## config.mk

```make
export PLATFORM = sky130hd
export DESIGN_NAME = ppi_access_arbiter_flat
export DESIGN_NICKNAME = d
export VERILOG_FILES = /design/src/rtl/ppi_arb_pkg.sv /design/src/rtl/ppi_access_arbiter_if.sv /design/src/rtl/ppi_arb_grant.sv /design/src/rtl/ppi_access_arbiter.sv /design/src/flat_wrapper.sv
export SDC_FILE = /design/constraint.sdc
export NUM_CORES = 1
export LEC_CHECK = 0
export CAP_MARGIN = 20
export CORE_ASPECT_RATIO = 1.4
export CORE_UTILIZATION = 39
export DETAILED_ROUTE_END_ITERATION = 8
export GPL_ROUTABILITY_DRIVEN = 0
export GPL_TIMING_DRIVEN = 0
export HOLD_SLACK_MARGIN = 0.02
export PLACE_DENSITY = 0.73
export SYNTH_ARGS = -nofsm -noshare
export SYNTH_HDL_FRONTEND = slang
export SYNTH_SLANG_ARGS = --single-unit
```

## constraint.sdc

```tcl
create_clock -name clk -period 1.85 [get_ports clk]
set_input_delay 0.4625 -clock clk [delete_from_list [all_inputs] [get_ports clk]]
set_output_delay 0.4625 -clock clk [all_outputs]
set_load 0.005 [all_outputs]
```

## src/rtl/ppi_arb_pkg.sv

```systemverilog
// Shared types and constants for the PPI access arbiter.
package ppi_arb_pkg;

    typedef enum logic [2:0] {
        IDLE,
        SETUP,
        STROBE,
        HOLD,
        RECOVER
    } state_t;

    typedef enum logic {
        OWN_CPU,
        OWN_HOST
    } owner_t;

    // 8255 register map
    localparam logic [1:0] PPI_PA   = 2'd0;
    localparam logic [1:0] PPI_PB   = 2'd1;
    localparam logic [1:0] PPI_PC   = 2'd2;
    localparam logic [1:0] PPI_CTRL = 2'd3;

endpackage

```

## src/rtl/ppi_access_arbiter_if.sv

```systemverilog
// Requester and PPI-side bus bundle for ppi_access_arbiter.
// Handshake: a requester raises req (level) with we/addr/wdata stable and
// holds it until ack pulses for one cycle; rdata is valid while ack is high
// and holds afterwards. There is no queueing: a req dropped before grant is lost.
// slave  = arbiter view; master = surrounding system (decoder, host port, PPI).
interface ppi_access_arbiter_if;
    logic       cpu_req;
    logic       cpu_we;
    logic [1:0] cpu_addr;
    logic [7:0] cpu_wdata;
    logic       cpu_ack;
    logic [7:0] cpu_rdata;
    logic       cpu_wait;

    logic       host_req;
    logic       host_we;
    logic [1:0] host_addr;
    logic [7:0] host_wdata;
    logic       host_ack;
    logic [7:0] host_rdata;

    logic [1:0] ppi_addr;
    logic [7:0] ppi_din;
    logic       ppi_csn;
    logic       ppi_rdn;
    logic       ppi_wrn;
    logic [7:0] ppi_dout;

    modport slave (
        input  cpu_req, cpu_we, cpu_addr, cpu_wdata,
        output cpu_ack, cpu_rdata, cpu_wait,
        input  host_req, host_we, host_addr, host_wdata,
        output host_ack, host_rdata,
        output ppi_addr, ppi_din, ppi_csn, ppi_rdn, ppi_wrn,
        input  ppi_dout
    );

    modport master (
        output cpu_req, cpu_we, cpu_addr, cpu_wdata,
        input  cpu_ack, cpu_rdata, cpu_wait,
        output host_req, host_we, host_addr, host_wdata,
        input  host_ack, host_rdata,
        input  ppi_addr, ppi_din, ppi_csn, ppi_rdn, ppi_wrn,
        output ppi_dout
    );
endinterface

```

## src/rtl/ppi_arb_grant.sv

```systemverilog
// Grant decision between the CPU and host requesters.
// Macro PPI_ARB_ROUND_ROBIN_EN: when defined, simultaneous requests go to the
// requester not served last; when undefined, the CPU always wins.
module ppi_arb_grant
    import ppi_arb_pkg::*;
(
    input  logic   cpu_req,
    input  logic   host_req,
    input  owner_t last_owner,
    output logic   gnt_valid,
    output owner_t gnt_owner
);

    // Pick a winner from the pending requests.
    always_comb begin
        gnt_valid = cpu_req | host_req;
        gnt_owner = OWN_CPU;
`ifdef PPI_ARB_ROUND_ROBIN_EN
        if (cpu_req && host_req) begin
            gnt_owner = (last_owner == OWN_CPU) ? OWN_HOST : OWN_CPU;
        end else if (host_req) begin
            gnt_owner = OWN_HOST;
        end
`else
        if (!cpu_req && host_req) begin
            gnt_owner = OWN_HOST;
        end
`endif
    end

`ifndef PPI_ARB_ROUND_ROBIN_EN
    // Fixed priority ignores history.
    logic unused_last_owner;
    assign unused_last_owner = (last_owner == OWN_HOST);
`endif

endmodule

```

## src/rtl/ppi_access_arbiter.sv

```systemverilog
// Shares the 8255 PPI CPU-side bus between the Z80 I/O decoder and the host
// port, turning each grant into a setup/strobe/hold/recovery strobe sequence.
// Macro PPI_ARB_ROUND_ROBIN_EN selects round-robin instead of CPU priority.
module ppi_access_arbiter
    import ppi_arb_pkg::*;
#(
    parameter int STROBE_CYC   = 2,
    parameter int RECOVERY_CYC = 1
) (
    input  logic                clk,
    input  logic                rst,
    ppi_access_arbiter_if.slave bus,
    output state_t              dbg_state,
    output owner_t              dbg_owner
);

    localparam logic [3:0] STROBE_LOAD  = 4'(STROBE_CYC - 1);
    localparam logic [3:0] RECOVER_LOAD = 4'(RECOVERY_CYC - 1);

    generate
        if (STROBE_CYC < 1 || STROBE_CYC > 15) begin : g_bad_strobe
            $error("STROBE_CYC must be within 1..15");
        end
        if (RECOVERY_CYC < 1 || RECOVERY_CYC > 15) begin : g_bad_recovery
            $error("RECOVERY_CYC must be within 1..15");
        end
    endgenerate

    state_t     state;
    state_t     state_nxt;
    owner_t     owner;      // also serves as the round-robin "last served" pointer
    logic       lat_we;
    logic [3:0] cnt;
    logic [1:0] addr_q;
    logic [7:0] din_q;
    logic [7:0] cpu_rdata_q;
    logic [7:0] host_rdata_q;
    logic       gnt_valid;
    owner_t     gnt_owner;

    logic       active;
    logic       cpu_ack_c;
    logic       host_ack_c;

    ppi_arb_grant u_grant (
        .cpu_req    (bus.cpu_req),
        .host_req   (bus.host_req),
        .last_owner (owner),
        .gnt_valid  (gnt_valid),
        .gnt_owner  (gnt_owner)
    );

    // State register.
    always_ff @(posedge clk) begin
        if (rst) state <= IDLE;
        else     state <= state_nxt;
    end

    // Next-state decode; STROBE and RECOVER run until the down-counter hits zero.
    always_comb begin
        state_nxt = state;
        case (state)
            IDLE:    if (gnt_valid) state_nxt = SETUP;
            SETUP:   state_nxt = STROBE;
            STROBE:  if (cnt == 4'd0) state_nxt = HOLD;
            HOLD:    state_nxt = RECOVER;
            RECOVER: if (cnt == 4'd0) state_nxt = IDLE;
            default: state_nxt = IDLE;
        endcase
    end

    // Grant latches, phase counter and per-owner read data capture.
    always_ff @(posedge clk) begin
        if (rst) begin
            owner        <= OWN_CPU;
            lat_we       <= 1'b0;
            cnt          <= 4'd0;
            addr_q       <= 2'd0;
            din_q        <= 8'd0;
            cpu_rdata_q  <= 8'hFF;
            host_rdata_q <= 8'hFF;
        end else begin
            case (state)
                IDLE: begin
                    if (gnt_valid) begin
                        owner <= gnt_owner;
                        if (gnt_owner == OWN_HOST) begin
                            lat_we <= bus.host_we;
                            addr_q <= bus.host_addr;
                            din_q  <= bus.host_wdata;
                        end else begin
                            lat_we <= bus.cpu_we;
                            addr_q <= bus.cpu_addr;
                            din_q  <= bus.cpu_wdata;
                        end
                    end
                end
                SETUP:   cnt <= STROBE_LOAD;
                STROBE:  if (cnt != 4'd0) cnt <= cnt - 4'd1;
                HOLD: begin
                    cnt <= RECOVER_LOAD;
                    if (!lat_we) begin
                        if (owner == OWN_CPU) cpu_rdata_q  <= bus.ppi_dout;
                        else                  host_rdata_q <= bus.ppi_dout;
                    end
                end
                RECOVER: if (cnt != 4'd0) cnt <= cnt - 4'd1;
                default: cnt <= 4'd0;
            endcase
        end
    end

    // Strobes, acks, read data bypass during HOLD and the Z80 wait line.
    always_comb begin
        active         = (state == SETUP) || (state == STROBE) || (state == HOLD);
        cpu_ack_c      = (state == HOLD) && (owner == OWN_CPU);
        host_ack_c     = (state == HOLD) && (owner == OWN_HOST);
        bus.ppi_csn    = ~active;
        bus.ppi_rdn    = ~((state == STROBE) && !lat_we);
        bus.ppi_wrn    = ~((state == STROBE) && lat_we);
        bus.cpu_ack    = cpu_ack_c;
        bus.host_ack   = host_ack_c;
        bus.cpu_rdata  = (cpu_ack_c && !lat_we)  ? bus.ppi_dout : cpu_rdata_q;
        bus.host_rdata = (host_ack_c && !lat_we) ? bus.ppi_dout : host_rdata_q;
        bus.cpu_wait   = bus.cpu_req & ~(active && (owner == OWN_CPU));
    end

    assign bus.ppi_addr = addr_q;
    assign bus.ppi_din  = din_q;
    assign dbg_state    = state;
    assign dbg_owner    = owner;

endmodule

```

## src/flat_wrapper.sv

```systemverilog
// flat-port wrapper written by rule: the top's interface ports become plain ports
module ppi_access_arbiter_flat import ppi_arb_pkg::*;
#(
    parameter int STROBE_CYC   = 2,
    parameter int RECOVERY_CYC = 1
)
  (clk, rst, dbg_state, dbg_owner, bus_cpu_req, bus_cpu_we, bus_cpu_addr, bus_cpu_wdata, bus_cpu_ack, bus_cpu_rdata, bus_cpu_wait, bus_host_req, bus_host_we, bus_host_addr, bus_host_wdata, bus_host_ack, bus_host_rdata, bus_ppi_addr, bus_ppi_din, bus_ppi_csn, bus_ppi_rdn, bus_ppi_wrn, bus_ppi_dout);
  ppi_access_arbiter_if bus_i ();
  input  logic clk;
  input  logic rst;
  output state_t dbg_state;
  output owner_t dbg_owner;
  input wire logic [$bits(bus_i.cpu_req)-1:0] bus_cpu_req;
  input wire logic [$bits(bus_i.cpu_we)-1:0] bus_cpu_we;
  input wire logic [$bits(bus_i.cpu_addr)-1:0] bus_cpu_addr;
  input wire logic [$bits(bus_i.cpu_wdata)-1:0] bus_cpu_wdata;
  output wire logic [$bits(bus_i.cpu_ack)-1:0] bus_cpu_ack;
  output wire logic [$bits(bus_i.cpu_rdata)-1:0] bus_cpu_rdata;
  output wire logic [$bits(bus_i.cpu_wait)-1:0] bus_cpu_wait;
  input wire logic [$bits(bus_i.host_req)-1:0] bus_host_req;
  input wire logic [$bits(bus_i.host_we)-1:0] bus_host_we;
  input wire logic [$bits(bus_i.host_addr)-1:0] bus_host_addr;
  input wire logic [$bits(bus_i.host_wdata)-1:0] bus_host_wdata;
  output wire logic [$bits(bus_i.host_ack)-1:0] bus_host_ack;
  output wire logic [$bits(bus_i.host_rdata)-1:0] bus_host_rdata;
  output wire logic [$bits(bus_i.ppi_addr)-1:0] bus_ppi_addr;
  output wire logic [$bits(bus_i.ppi_din)-1:0] bus_ppi_din;
  output wire logic [$bits(bus_i.ppi_csn)-1:0] bus_ppi_csn;
  output wire logic [$bits(bus_i.ppi_rdn)-1:0] bus_ppi_rdn;
  output wire logic [$bits(bus_i.ppi_wrn)-1:0] bus_ppi_wrn;
  input wire logic [$bits(bus_i.ppi_dout)-1:0] bus_ppi_dout;
  assign bus_i.cpu_req = bus_cpu_req;
  assign bus_i.cpu_we = bus_cpu_we;
  assign bus_i.cpu_addr = bus_cpu_addr;
  assign bus_i.cpu_wdata = bus_cpu_wdata;
  assign bus_cpu_ack = bus_i.cpu_ack;
  assign bus_cpu_rdata = bus_i.cpu_rdata;
  assign bus_cpu_wait = bus_i.cpu_wait;
  assign bus_i.host_req = bus_host_req;
  assign bus_i.host_we = bus_host_we;
  assign bus_i.host_addr = bus_host_addr;
  assign bus_i.host_wdata = bus_host_wdata;
  assign bus_host_ack = bus_i.host_ack;
  assign bus_host_rdata = bus_i.host_rdata;
  assign bus_ppi_addr = bus_i.ppi_addr;
  assign bus_ppi_din = bus_i.ppi_din;
  assign bus_ppi_csn = bus_i.ppi_csn;
  assign bus_ppi_rdn = bus_i.ppi_rdn;
  assign bus_ppi_wrn = bus_i.ppi_wrn;
  assign bus_i.ppi_dout = bus_ppi_dout;
  ppi_access_arbiter #(.STROBE_CYC(STROBE_CYC), .RECOVERY_CYC(RECOVERY_CYC)) u_core (.clk(clk), .rst(rst), .bus(bus_i), .dbg_state(dbg_state), .dbg_owner(dbg_owner));
endmodule
```

==> summary.txt <==
Synth Instances: 181
Initial antenna violation count: 0
CP arrival: 1.58 ns
Cell Pwr Density: 857 nW/um^2
Chip height: 82.2 um
M1 WL: 2030 um
DR vias/cell: 5.46
Post-Route WL: 5070 um
CTS Buffer Depth: 2
F_max: 0.488 GHz
FF-to-FF End: u_core.cnt[2]$_SDFFE_PP0P_
Nets: 319
Hold WS: 0.491 ns
Max_slew headroom: 0.655
Via count: 1878
Worst hold path class: flip-flop to flip-flop
R2R depth: 6
# setup viols final: 19
Static Leak: 1.22 nW
Post-synth EDFFs: 0
Clock power frac: 0.243
Final instance area: 2920 um^2
Final Cycle Share: 1.11
Top routing layer used: met4
Sw frac: 0.303
Setup TNS: -2.88 ns
Row count: 28
Area Overhead vs Synth: 63.2%
#FFs+latches synth: 35
Ys async rst share: 0
Setup CP Type: flip-flop to output port
Main synth FF type: dfxtp_1
Status: finished, violations left
FF-to-FF setup slack: 0.14 ns
FF-to-FF Start: u_core.dbg_state[1]$_SDFFE_PP0P_
Core Region: 4310 um^2
Syn Nets: 217
Post-route setup slack: -0.197 ns
Critical path's largest stage delay: 0.38 ns
Total power: 0.00250 W
Routed len/inst: 14.7 um
Average cell area after synthesis: 9.89 um^2
Distinct cell type count after synthesis: 37
RSZ-0062 raised after global routing: yes
Hold EP: u_core.cpu_rdata_q[6]$_SDFFE_PP1P_
Clk slew on worst S/H paths: 0.07 ns
Crit start category: flip-flop
Detailed-router iteration count before antenna repair: 4
Fin util: 0.678
Placement Cell Area: 2550 um^2
CP cell instances: and4b_2 -> buf_12 -> clkbuf_16 -> a22o_1 -> buf_2
DRC: 0
H-tree depth: 2
Most frequent cells in the layout: clkdlybuf4s50_1 (46), dfxtp_1 (31), buf_2 (22), buf_4 (22), a221o_1 (17)
Ports: 70
WHS Path Cells: 1
Slew @ Worst Pin: 0.513 ns
Hold Buf Count CTS: 0
Worst path top cell family by delay: buffers and inverters
Commonest non-fill, non-tap cell in the layout: clkdlybuf4s50_1
Later-pin clock latency in the skew report: 0.29 ns
Cell Area, Synth: 1790 um^2
P_sw: 0.000758 W
Starting density of the core: 0.416
Worst Skew: 0.00597 ns
Largest net degree at the start of global routing: 11
Final Hold Violating Endpoints: 0
Internal power: 0.00175 W
Tmin final: 2.05 ns
Max-cap violations: 0
Length of routed met2 wiring: 2590 um
Crit. End Element: output port
Worst min-delay path startpoint: u_core.cpu_rdata_q[6]$_SDFFE_PP1P_
Clock Sinks: 35
Port-buffer cells: 68
Remaining antenna violation count after routing: 0
CTS root buffer: clkbuf_8
Sequential area share after synthesis: 0.391
CP max FO: 6
Die X: 59.3 um
Vias in the first global route: 1769
WP buf/inv: 3
DRT iter0 DRCs: 74
Max IR drop VDD: 0.508 mV
GR Overflow Total: 0
GRT Util Overall: 0.222
Global-route wire length before repair: 8080 um
Failing checks: negative setup slack
Inserted Clock Buffers: 5
Dpl hpwl: 3280 um
DR WL met3: 360 um
Diode count: 0
Reg power frac: 0.368
CTS tree: yes
Yosys warning count: 0
Worst path slowest cell: dfxtp_4
Die area: 4870 um^2
Layout cells sized above 1: 0.306
Slew Limit Fails: 0
Comb pwr share: 0.389
Req. time, crit path: 1.39 ns
-- cell usage after synthesis, drive strengths merged, types with 2 or more instances --
cell type / count / area (um^2)
nor3b: 2 / 15.0
nor2b: 8 / 50.1
a221o: 17 / 170
mux2i: 12 / 120
dfxtp: 35 / 701
maj3: 3 / 30.0
a2111oi: 3 / 26.3
buf: 12 / 93.8
ha: 2 / 25.0
inv: 3 / 11.3
nand2b: 4 / 27.5
nor4: 2 / 12.5
clkbuf: 9 / 33.8
a31oi: 2 / 12.5
or2: 2 / 12.5
a21oi: 13 / 65.1
a22o: 16 / 140
nor2: 6 / 22.5
a211oi: 12 / 90.1
nor3: 4 / 20.0
-- worst max-delay path by stage --
stage,depth (start not counted),start,slack (ns),to
CTS,7,u_core.dbg_state[2]$_SDFFE_PP0P_,-0.25,bus_host_rdata[3]
global placement,4,bus_ppi_dout[6],-0.54,bus_cpu_rdata[6]
global route,5,u_core.dbg_state[2]$_SDFFE_PP0P_,-0.24,bus_host_rdata[3]
detailed placement,5,u_core.dbg_state[1]$_SDFFE_PP0P_,-0.55,bus_host_rdata[3]
finish,5,u_core.dbg_state[2]$_SDFFE_PP0P_,-0.20,bus_host_rdata[3]
floorplan,7,u_core.dbg_state[2]$_SDFFE_PP0P_,0.03,bus_host_rdata[7]
-- layout make-up --
cell class / instances / area [um^2]
repair buffers: 100 / 887
multi-input cells: 122 / 996
plain buffers: 16 / 136
inverters: 3 / 11.3
clock buffers: 8 / 100
fillers: 367 / 1390
well taps: 60 / 75.1
flip-flops and latches: 35 / 716
-- cells by family after synthesis --
kind of cell	synth area share
AO/OA/AOI/OAI	0.295
AND/OR/NAND/NOR	0.129
flip-flops	0.391
adder cells (fa/ha/maj)	0.0307
multiplexers	0.0671
buffers and inverters	0.0776
XOR/XNOR	0.00979
-- state kept, by name, indices dropped and copies added (netlist names) --
| signal | count |
|---|---|
| u_core.bus.ppi_addr | 2 |
| u_core.bus.ppi_din | 8 |
| u_core.cnt | 4 |
| u_core.cpu_rdata_q | 8 |
| u_core.dbg_owner | 1 |
| u_core.dbg_state | 3 |
| u_core.host_rdata_q | 8 |
| u_core.lat_we | 1 |
-- layer usage --
metal,GRT usage,up-vias
met5,0,-
met4,0.0857,0
met3,0.0623,11
met2,0.403,81
met1,0.240,882
li1,-,904
-- power groups by stage --
stage / combinational (W) / clock (W) / sequential, W
after floorplan: 0.000473 / 0 / 0.000921
after global placement: 0.000845 / 0 / 0.000928
after detailed placement: 0.000848 / 0 / 0.000929
after CTS: 0.000924 / 0.000613 / 0.000920
after global routing: 0.00106 / 0.000656 / 0.000934
final: 0.000974 / 0.000608 / 0.000922
-- per-stage QoR --
step,cells,setup WS [ns]
after floorplan,181,0.0337
after global placement,309,-0.540
after detailed placement,309,-0.546
after CTS,339,-0.247
after global routing,344,-0.240
final,344,-0.197
-- what timing repair did --
item / in CTS / in global routing
setup buffers: 23 / 7
setup endpoints to repair: 22 / 23
cloned: 2 / 0
gates resized for setup: 116 / 13
pin swaps: 12 / 7
(Power assumes the default switching activity.)
